File: src/rtl/bp_cfg_mc.sv
// bp_cfg_mc: configuration-bus master controller.
// Accepts config commands, serves the local freeze/cce_mode registers, forwards
// remote accesses as single-cycle strobes, and returns one in-order response
// per accepted command through a small credit-managed FIFO.
module bp_cfg_mc #(
    parameter int num_core_p       = 4,
    parameter int cfg_addr_width_p = 16,
    parameter int cfg_data_width_p = 64,
    parameter int read_latency_p   = 2,
    parameter int fifo_els_p       = 4
) (
    input  logic                                     clk_i,
    input  logic                                     reset_n_i,

    input  logic                                     mem_cmd_v_i,
    output logic                                     mem_cmd_ready_o,
    input  logic                                     mem_cmd_wr_i,
    input  logic [cfg_addr_width_p-1:0]              mem_cmd_addr_i,
    input  logic [cfg_data_width_p-1:0]              mem_cmd_data_i,
    input  logic [3:0]                               mem_cmd_core_i,

    output logic                                     mem_resp_v_o,
    input  logic                                     mem_resp_yumi_i,
    output logic [cfg_data_width_p-1:0]              mem_resp_data_o,
    output logic                                     mem_resp_wr_o,
    output logic                                     mem_resp_err_o,

    output logic [num_core_p-1:0]                    freeze_o,
    output logic [num_core_p-1:0]                    cce_mode_o,

    output logic                                     cfg_w_v_o,
    output logic                                     cfg_r_v_o,
    output logic [num_core_p-1:0]                    cfg_core_sel_o,
    output logic [cfg_addr_width_p-1:0]              cfg_addr_o,
    output logic [cfg_data_width_p-1:0]              cfg_data_o,

    input  logic [num_core_p*cfg_data_width_p-1:0]   rd_data_i
);

    localparam int cnt_w_lp = $clog2(fifo_els_p + 1);
    localparam int ptr_w_lp = $clog2(fifo_els_p);

    // Credit counter: commands accepted but whose response has not been consumed.
    logic [cnt_w_lp-1:0]         credit_cnt_r;
    logic                        accept;
    logic                        yumi;

    // Command decode results.
    logic                        is_freeze;
    logic                        is_cce;
    logic                        is_remote;
    logic                        is_bcast;
    logic                        core_ok;
    logic                        cmd_err;
    logic                        local_bit;

    // Local configuration registers.
    logic [num_core_p-1:0]       freeze_r;
    logic [num_core_p-1:0]       cce_mode_r;

    // Valid/tag pipeline modelling the remote read latency.
    logic [read_latency_p-1:0]   pipe_v_r;
    logic [read_latency_p-1:0]   pipe_wr_r;
    logic [read_latency_p-1:0]   pipe_err_r;
    logic [read_latency_p-1:0]   pipe_remote_r;
    logic [read_latency_p-1:0]   pipe_ldata_r;
    logic [3:0]                  pipe_core_r [read_latency_p];

    logic                        exit_v;
    logic                        exit_wr;
    logic                        exit_err;
    logic                        exit_remote;
    logic                        exit_ldata;
    logic [3:0]                  exit_core;
    logic [cfg_data_width_p-1:0] rd_sel;
    logic [cfg_data_width_p-1:0] resp_data;

    // Response FIFO.
    logic [cfg_data_width_p-1:0] fifo_data_r [fifo_els_p];
    logic [fifo_els_p-1:0]       fifo_wr_r;
    logic [fifo_els_p-1:0]       fifo_err_r;
    logic [ptr_w_lp-1:0]         wr_ptr_r;
    logic [ptr_w_lp-1:0]         rd_ptr_r;
    logic [cnt_w_lp-1:0]         fifo_cnt_r;

    assign mem_cmd_ready_o = reset_n_i && (credit_cnt_r < cnt_w_lp'(fifo_els_p));
    assign accept          = mem_cmd_v_i && mem_cmd_ready_o;
    assign mem_resp_v_o    = (fifo_cnt_r != '0);
    assign yumi            = mem_resp_yumi_i && mem_resp_v_o;

    assign is_freeze = (mem_cmd_addr_i == cfg_addr_width_p'(1));
    assign is_cce    = (mem_cmd_addr_i == cfg_addr_width_p'(4));
    assign is_remote = (mem_cmd_addr_i >= cfg_addr_width_p'(16));
    assign is_bcast  = (mem_cmd_core_i == 4'hF);
    assign core_ok   = ({28'd0, mem_cmd_core_i} < 32'(num_core_p));
    assign cmd_err   = !(is_freeze || is_cce || is_remote)
                     || (!is_bcast && !core_ok)
                     || (is_bcast && !mem_cmd_wr_i);

    assign cfg_w_v_o  = accept && is_remote && !cmd_err && mem_cmd_wr_i;
    assign cfg_r_v_o  = accept && is_remote && !cmd_err && !mem_cmd_wr_i;
    assign cfg_addr_o = mem_cmd_addr_i;
    assign cfg_data_o = mem_cmd_data_i;

    assign freeze_o   = freeze_r;
    assign cce_mode_o = cce_mode_r;

    // One-hot core select, widened to every core on a broadcast write.
    always_comb begin
        cfg_core_sel_o = '0;
        for (int i = 0; i < num_core_p; i++) begin
            cfg_core_sel_o[i] = (is_bcast && mem_cmd_wr_i) || (mem_cmd_core_i == 4'(i));
        end
    end

    // Snapshot of the addressed local register bit, taken in the accept cycle.
    always_comb begin
        local_bit = 1'b0;
        for (int i = 0; i < num_core_p; i++) begin
            if (mem_cmd_core_i == 4'(i)) begin
                local_bit = is_freeze ? freeze_r[i] : cce_mode_r[i];
            end
        end
    end

    // Credit counter tracks accepted-but-unconsumed commands.
    always_ff @(posedge clk_i or negedge reset_n_i) begin
        if (!reset_n_i) begin
            credit_cnt_r <= '0;
        end else begin
            case ({accept, yumi})
                2'b10:   credit_cnt_r <= credit_cnt_r + cnt_w_lp'(1);
                2'b01:   credit_cnt_r <= credit_cnt_r - cnt_w_lp'(1);
                default: credit_cnt_r <= credit_cnt_r;
            endcase
        end
    end

    // Local register writes; frozen and uncached out of reset.
    always_ff @(posedge clk_i or negedge reset_n_i) begin
        if (!reset_n_i) begin
            freeze_r   <= '1;
            cce_mode_r <= '0;
        end else if (accept && !cmd_err && mem_cmd_wr_i) begin
            for (int i = 0; i < num_core_p; i++) begin
                if (is_bcast || (mem_cmd_core_i == 4'(i))) begin
                    if (is_freeze) freeze_r[i]   <= mem_cmd_data_i[0];
                    if (is_cce)    cce_mode_r[i] <= mem_cmd_data_i[0];
                end
            end
        end
    end

    // Tag pipeline: each accepted command rides read_latency_p stages.
    always_ff @(posedge clk_i or negedge reset_n_i) begin
        if (!reset_n_i) begin
            pipe_v_r      <= '0;
            pipe_wr_r     <= '0;
            pipe_err_r    <= '0;
            pipe_remote_r <= '0;
            pipe_ldata_r  <= '0;
            for (int k = 0; k < read_latency_p; k++) begin
                pipe_core_r[k] <= '0;
            end
        end else begin
            pipe_v_r[0]      <= accept;
            pipe_wr_r[0]     <= mem_cmd_wr_i;
            pipe_err_r[0]    <= cmd_err;
            pipe_remote_r[0] <= is_remote;
            pipe_ldata_r[0]  <= local_bit;
            pipe_core_r[0]   <= mem_cmd_core_i;
            for (int k = 1; k < read_latency_p; k++) begin
                pipe_v_r[k]      <= pipe_v_r[k-1];
                pipe_wr_r[k]     <= pipe_wr_r[k-1];
                pipe_err_r[k]    <= pipe_err_r[k-1];
                pipe_remote_r[k] <= pipe_remote_r[k-1];
                pipe_ldata_r[k]  <= pipe_ldata_r[k-1];
                pipe_core_r[k]   <= pipe_core_r[k-1];
            end
        end
    end

    assign exit_v      = pipe_v_r[read_latency_p-1];
    assign exit_wr     = pipe_wr_r[read_latency_p-1];
    assign exit_err    = pipe_err_r[read_latency_p-1];
    assign exit_remote = pipe_remote_r[read_latency_p-1];
    assign exit_ldata  = pipe_ldata_r[read_latency_p-1];
    assign exit_core   = pipe_core_r[read_latency_p-1];

    // Pick the remote read data slice belonging to the exiting command's core.
    always_comb begin
        rd_sel = '0;
        for (int i = 0; i < num_core_p; i++) begin
            if (exit_core == 4'(i)) begin
                rd_sel = rd_data_i[i*cfg_data_width_p +: cfg_data_width_p];
            end
        end
    end

    // Response payload: zero for writes and errors, otherwise remote or local read data.
    always_comb begin
        resp_data = '0;
        if (!exit_err && !exit_wr) begin
            if (exit_remote) begin
                resp_data = rd_sel;
            end else begin
                resp_data[0] = exit_ldata;
            end
        end
    end

    // FIFO storage; contents need no reset since validity lives in the count.
    always_ff @(posedge clk_i) begin
        if (exit_v) begin
            fifo_data_r[wr_ptr_r] <= resp_data;
            fifo_wr_r[wr_ptr_r]   <= exit_wr;
            fifo_err_r[wr_ptr_r]  <= exit_err;
        end
    end

    // FIFO pointers and occupancy.
    always_ff @(posedge clk_i or negedge reset_n_i) begin
        if (!reset_n_i) begin
            wr_ptr_r   <= '0;
            rd_ptr_r   <= '0;
            fifo_cnt_r <= '0;
        end else begin
            if (exit_v) begin
                wr_ptr_r <= (wr_ptr_r == ptr_w_lp'(fifo_els_p - 1)) ? '0 : wr_ptr_r + ptr_w_lp'(1);
            end
            if (yumi) begin
                rd_ptr_r <= (rd_ptr_r == ptr_w_lp'(fifo_els_p - 1)) ? '0 : rd_ptr_r + ptr_w_lp'(1);
            end
            case ({exit_v, yumi})
                2'b10:   fifo_cnt_r <= fifo_cnt_r + cnt_w_lp'(1);
                2'b01:   fifo_cnt_r <= fifo_cnt_r - cnt_w_lp'(1);
                default: fifo_cnt_r <= fifo_cnt_r;
            endcase
        end
    end

    assign mem_resp_data_o = fifo_data_r[rd_ptr_r];
    assign mem_resp_wr_o   = fifo_wr_r[rd_ptr_r];
    assign mem_resp_err_o  = fifo_err_r[rd_ptr_r];

endmodule
File: config.mk
export PLATFORM = sky130hd
export DESIGN_NAME = bp_cfg_mc
export DESIGN_NICKNAME = d
export VERILOG_FILES = /design/src/rtl/bp_cfg_mc.sv
export SDC_FILE = /design/constraint.sdc
export NUM_CORES = 1
export LEC_CHECK = 0
export ABC_AREA = 0
export CORE_AREA = 2 2 195 197
export DETAILED_ROUTE_END_ITERATION = 8
export DIE_AREA = 0 0 197 199
export GPL_ROUTABILITY_DRIVEN = 0
export PLACE_DENSITY = 0.69
export RECOVER_POWER = 50
export SLEW_MARGIN = 15
export SYNTH_ARGS = -nofsm -noshare
export SYNTH_HDL_FRONTEND = slang
export SYNTH_SLANG_ARGS = --single-unit
File: constraint.sdc
create_clock -name clk_i -period 3.63 [get_ports clk_i]
set_input_delay 0.5445 -clock clk_i [delete_from_list [all_inputs] [get_ports clk_i]]
set_output_delay 0.5445 -clock clk_i [all_outputs]
set_load 0.02 [all_outputs]
## Word level (Yosys, flattened, before mapping)

Memories as Yosys holds them, arrays and structs flattened.
Cells that the tools add are included.

- Bits in registers: 44
- Bits in latches: 0
- Bits in writable memories: 256
- Memory bits (read-only): 0
- Output and inout port bits: 162
- Word-level logic and storage cells: 124
- Memories kept: 1

- Add/subtract/negate cells: 6
- Multiply operators: 0
- Div/mod/pow operators: 0
- $lt $le $gt $ge: 6
- Equality and inequality tests: 15
- Shift operators: 0
- Mux-type cells: 29
- Bitwise gates (word level): 0
- Reduce and logical (&&, ||, !) cells: 46

Memory list:

| name | depth | bits a word | rd ports | clocked after memory_dff | wr ports | line | text |
|---|---|---|---|---|---|---|---|
| fifo_data_r | 4 | 64 | 1 | 0 | 1 | 79 | `logic [cfg_data_width_p-1:0] fifo_data_r [fifo_els_p];` |

Operators by type and width:

| operator | number |
|---|---|
| 64-bit 2-to-1 mux | 5 |
| 63-bit 2-to-1 mux | 1 |
| 3-bit AND reduction | 8 |
| 16-bit by 1-bit equality test with 1-bit output, second input constant | 1 |
| 16-bit by 3-bit equality test with 1-bit output, second input constant | 1 |
| 4-bit by 2-bit equality test with 1-bit output, second input constant | 4 |
| 16-bit by 5-bit greater-or-equal comparator with 1-bit output, second input constant | 1 |
| 1-bit logical AND | 14 |
| 1-bit 2-to-1 mux | 14 |
| 1-bit logical OR | 12 |
| 3-bit one-hot mux with 2 select lines | 2 |
| 4-bit bitwise mux | 2 |
| 2-bit equality test, second input constant | 4 |
| 4-bit by 1-bit equality test with 1-bit output, second input constant | 2 |
| 4-bit zero test | 2 |
| 1-bit zero test | 7 |
| 3-bit by 1-bit adder with 3-bit output, second input constant | 2 |
| 2-bit by 3-bit less-than comparator with 1-bit output, second input constant | 2 |
| 3-bit by 1-bit subtractor with 3-bit output, second input constant | 2 |
| 2-bit by 1-bit adder with 2-bit output, second input constant | 2 |
| 1-bit binary-select mux with 2-bit select | 2 |
| 2-bit by 1-bit equality test with 1-bit output, second input constant | 2 |
| 4-bit equality test, second input constant | 1 |
| 4-bit by 3-bit less-than comparator with 1-bit output, second input constant | 1 |
| 6 further kinds | 8 |

## Longest topological paths before layout

- Word-level depth: 10
- Mapped depth: 9

## Least setup slack after synthesis

OpenSTA, ideal clock, no wires.

- Path type: register -> register
- From: register wr_ptr_r[0]
- To: memory fifo_data_r[0][0], enable pin
- Library setup time: 0.431 ns
- Arrival time: 2.170 ns
- Required time: 3.199 ns
- Slack: 1.029 ns
- Cell stages (with the launch flop): 4
- Buffers on the path: 0
- Cell sequence: dfrtp_1 > inv_1 > ha_1 > and2_1

RTL lines:

| item | line | text |
|---|---|---|
| from (decl) | 82 | `logic [ptr_w_lp-1:0] wr_ptr_r;` |
| from (signal assigned) | 229 | `wr_ptr_r <= (wr_ptr_r == ptr_w_lp'(fifo_els_p - 1)) ? '0 : wr_ptr_r + ptr_w_lp'(1);` |
| to (decl) | 79 |  |

Straight into the memory's write port.

## Final worst setup path

- From: input reset_n_i
- To: output cfg_r_v_o

- Word-level cells in the longest chain between the ends: 5

Ends and longest elaborated chain:

| item | line | text |
|---|---|---|
| from (decl) | 13 | `input logic reset_n_i,` |
| 1-bit logical AND | 86 | `assign mem_cmd_ready_o = reset_n_i && (credit_cnt_r < cnt_w_lp'(fifo_els_p));` |
| 1-bit logical AND | 87 | `assign accept = mem_cmd_v_i && mem_cmd_ready_o;` |
| 1-bit logical AND (3 in a row) | 101 | `assign cfg_r_v_o = accept && is_remote && !cmd_err && !mem_cmd_wr_i;` |
| to (decl) | 32 | `output logic cfg_r_v_o,` |

No other way between the ends.

==> impl_metrics.ini <==
[yosys]
synth_nets = 1079
synthTopCellsByArea = edfxtp_1, mux4_2, dfrtp_1
synth_edf_count = 264
syn_avg_cell_area_um2 = 19.1
synth_ff_type = edfxtp_1
synth.most_common_cell = edfxtp_1
synth_cell_type_count = 43
yosysSeqAreaShare = 0.637
ys_seq_elements = 300
synth_warnings = 0
synthCells = 725
synthArstFlopShare = 0.120
synth_top_area_cell = edfxtp_1
synth_top_area_share = 0.572
synthTopCellsByCount = edfxtp_1, mux4_2, buf_4
syn_area_mm2 = 0.0139

[timing]
fin_tns_setup_ns = 0
worst_pin_slew_ns = 1.92
rsz0062_at_grt = false
fin_ws_ns = 0.420
hold_violations = 0
slew_headroom = -0.280
period_share = 0.884
finalSetupViolCount = 0
slew_viol_final = 268
max_freq_mhz = 312
finalClockSkew_ns = 0.0156
min_period_ns = 3.21

[detailed_routing]
drt-pass1-iter-count = 4
drt-met1-wl_um = 13200
wl_met2_um = 19300
drt_iter0_drc = 421
highest_layer = met4
vias = 8012
post_drt_wl_per_cell_um = 23.4
dr_wl_met3_um = 2200
viasPerCell = 5.27
drc = 0
routed_wl_um = 35600
drt.antenna.violating_nets = 0

[worst_setup_path]
end_kind = output port
slowest_stage = clkdlybuf4s50_1
crit_buf_inv = 3
criticalPathCategory = input port to output port
start_kind = input port
cp_cell_sequence = dlygate4sd3_1, buf_2, nor2b_1, nand2_1, nor4b_1, clkdlybuf4s50_1
slowest_delay_ns = 0.67
crit_arrival_ns = 2.67
critPathTopFamily = buffers and inverters
cp_max_fo = 13
required_ns = 3.09

[power]
vdd_drop_max_uv = 318
power.leakage_nw = 6.73
power_mw = 10.6
power_density_mw_per_mm2 = 570

[floorplanning]
core_region_area_mm2 = 0.0371
initial_core_util = 0.373
die_height_um = 199
rows = 71
die_w_um = 197
die_area_mm2 = 0.0392
io_pins = 507

[flow_run]
maxCapViolations = 4

[clock_tree]
cts.sinks = 300
root_buffer = clkbuf_16
clockBufferDepth = 3
worstSkewPairLatency_ns = 0.55
cts_resized = 0
post_cts_buffers = 0
cts_hold_buf = 1
clk_pin_slew_worst_paths_ns = 0.06
cts_max_level = 1
cts_inserted_buffers = 31
cts_tree = built

[cells_and_area]
seq_area_mm2 = 0.00885
area_growth_pct = 33.6
final_nets = 1378
final_layout_size_suffix_gt1_frac = 0.195
multi_input_area_mm2 = 0.00412
diodes = 0
n_fill_cell = 3096

[placed_design]
preCtsSetupSlack_ns = 0.624
io_buffers = 380
place_hpwl_um = 24200

[outcome]
violations = max-capacitance violations, max-slew violations
run_status = finished with violations

[global_route]
grt_pass1_vias = 8467
grt_antenna_before_repair = 0
grt_max_degree = 67
grt_pass1_wl_um = 51800
grt_overflow = 0
track_usage = 0.176

[hold_path]
hold_class = flop to flop
kinds of logic (layout without fill, tap and decap cells):
family	Yosys count	in the layout	share of synthesized area
multiplexers	144	144	0.225
AND/OR/NAND/NOR	114	114	0.0524
adder cells (fa/ha/maj)	9	9	0.00920
flip-flops	300	300	0.637
buffers and inverters	137	459	0.0660
AO/OA/AOI/OAI	13	13	0.00550
XOR/XNOR	8	8	0.00505
worst paths after layout:
check	startpoint	to	slack, ns	cells after the start
setup reg to reg	exit_core[1]	fifo_data_r[0][1]	0.73	3
hold / removal	pipe_v_r[0]	pipe_v_r[1]	0.35	0
min in group asynchronous	reset_n_i	pipe_core_r[5]	0.41	2
hold reg to reg	pipe_v_r[0]	pipe_v_r[1]	0.35	0
max in group asynchronous	reset_n_i	exit_core[0]	1.53	3
setup / recovery	reset_n_i	cfg_r_v_o	0.42	6
registers in the layout, summed over array words and instances, names as in the netlist, 4 cells and up:
| signal | count |
|---|---|
| freeze_o | 4 |
| fifo_err_r | 4 |
| pipe_core_r | 4 |
| exit_core | 4 |
| fifo_wr_r | 4 |
| fifo_data_r | 256 |
| cce_mode_o | 4 |
layout by cell type (no fill, tap or decap), types with 2 or more instances in the layout:
cell,instances
xor2_1,4
dfstp_2,4
mux2_1,8
buf_12,4
dfrtp_4,3
mux4_1,4
clkinv_2,5
nor4b_1,3
o21ai_0,4
clkbuf_16,32
bufinv_16,2
nor4_1,2
buf_4,5
nor2b_1,4
dfrtp_1,28
a21oi_1,3
clkbuf_8,3
nand2_1,4
nor3_1,5
clkinv_1,2
xnor2_1,4
inv_6,2
fa_1,2
nand3_1,2
clkdlybuf4s50_1,373
inv_1,11
and2_2,4
or3_1,2
and3_1,67
o211ai_1,2
clkbuf_1,8
mux2i_1,3
edfxtp_1,264
dlygate4sd3_1,7
inv_4,3
nor2_1,12
mux4_2,128
ha_1,7
nand4_1,2
nor4_4,2
layer usage:
metal  GRT usage  vias up
met5           0        -
met2       0.330      302
met4      0.0468        0
met1       0.207     4154
li1            -     3487
met3      0.0317       69
power by group:
group / total (mW) / internal [mW] / switching, mW / leakage (nW)
Sequential: 4.17 / 3.99 / 0.175 / 3.10
Combinational: 3.31 / 1.76 / 1.55 / 3.13
Clock: 3.10 / 1.82 / 1.27 / 0.501
Total: 10.6 / 7.57 / 3.00 / 6.73
stage by stage:
stage | std cells | hold WS, ns | cell area [µm²] | util
2_1_floorplan | 725 | 0.249 | 13900 | -
3_3_place_gp | 1464 | 0.334 | 17500 | 0.472
3_5_place_dp | 1464 | 0.335 | 17500 | 0.472
4_1_cts | 1521 | 0.349 | 18600 | 0.500
5_1_grt | 1521 | 0.362 | 18500 | 0.499
6_report | 1521 | 0.347 | 18500 | 0.499
area by class of cell:
cell class / instances / area share
clock inverters: 14 / 0.00695
flip-flops and latches: 300 / 0.477
well taps: 474 / 0.0320
repair buffers: 392 / 0.212
multi-input cells: 288 / 0.222
clock buffers: 42 / 0.0471
inverters: 11 / 0.00223
No activity file was read; power rests on OpenSTA's default activity.
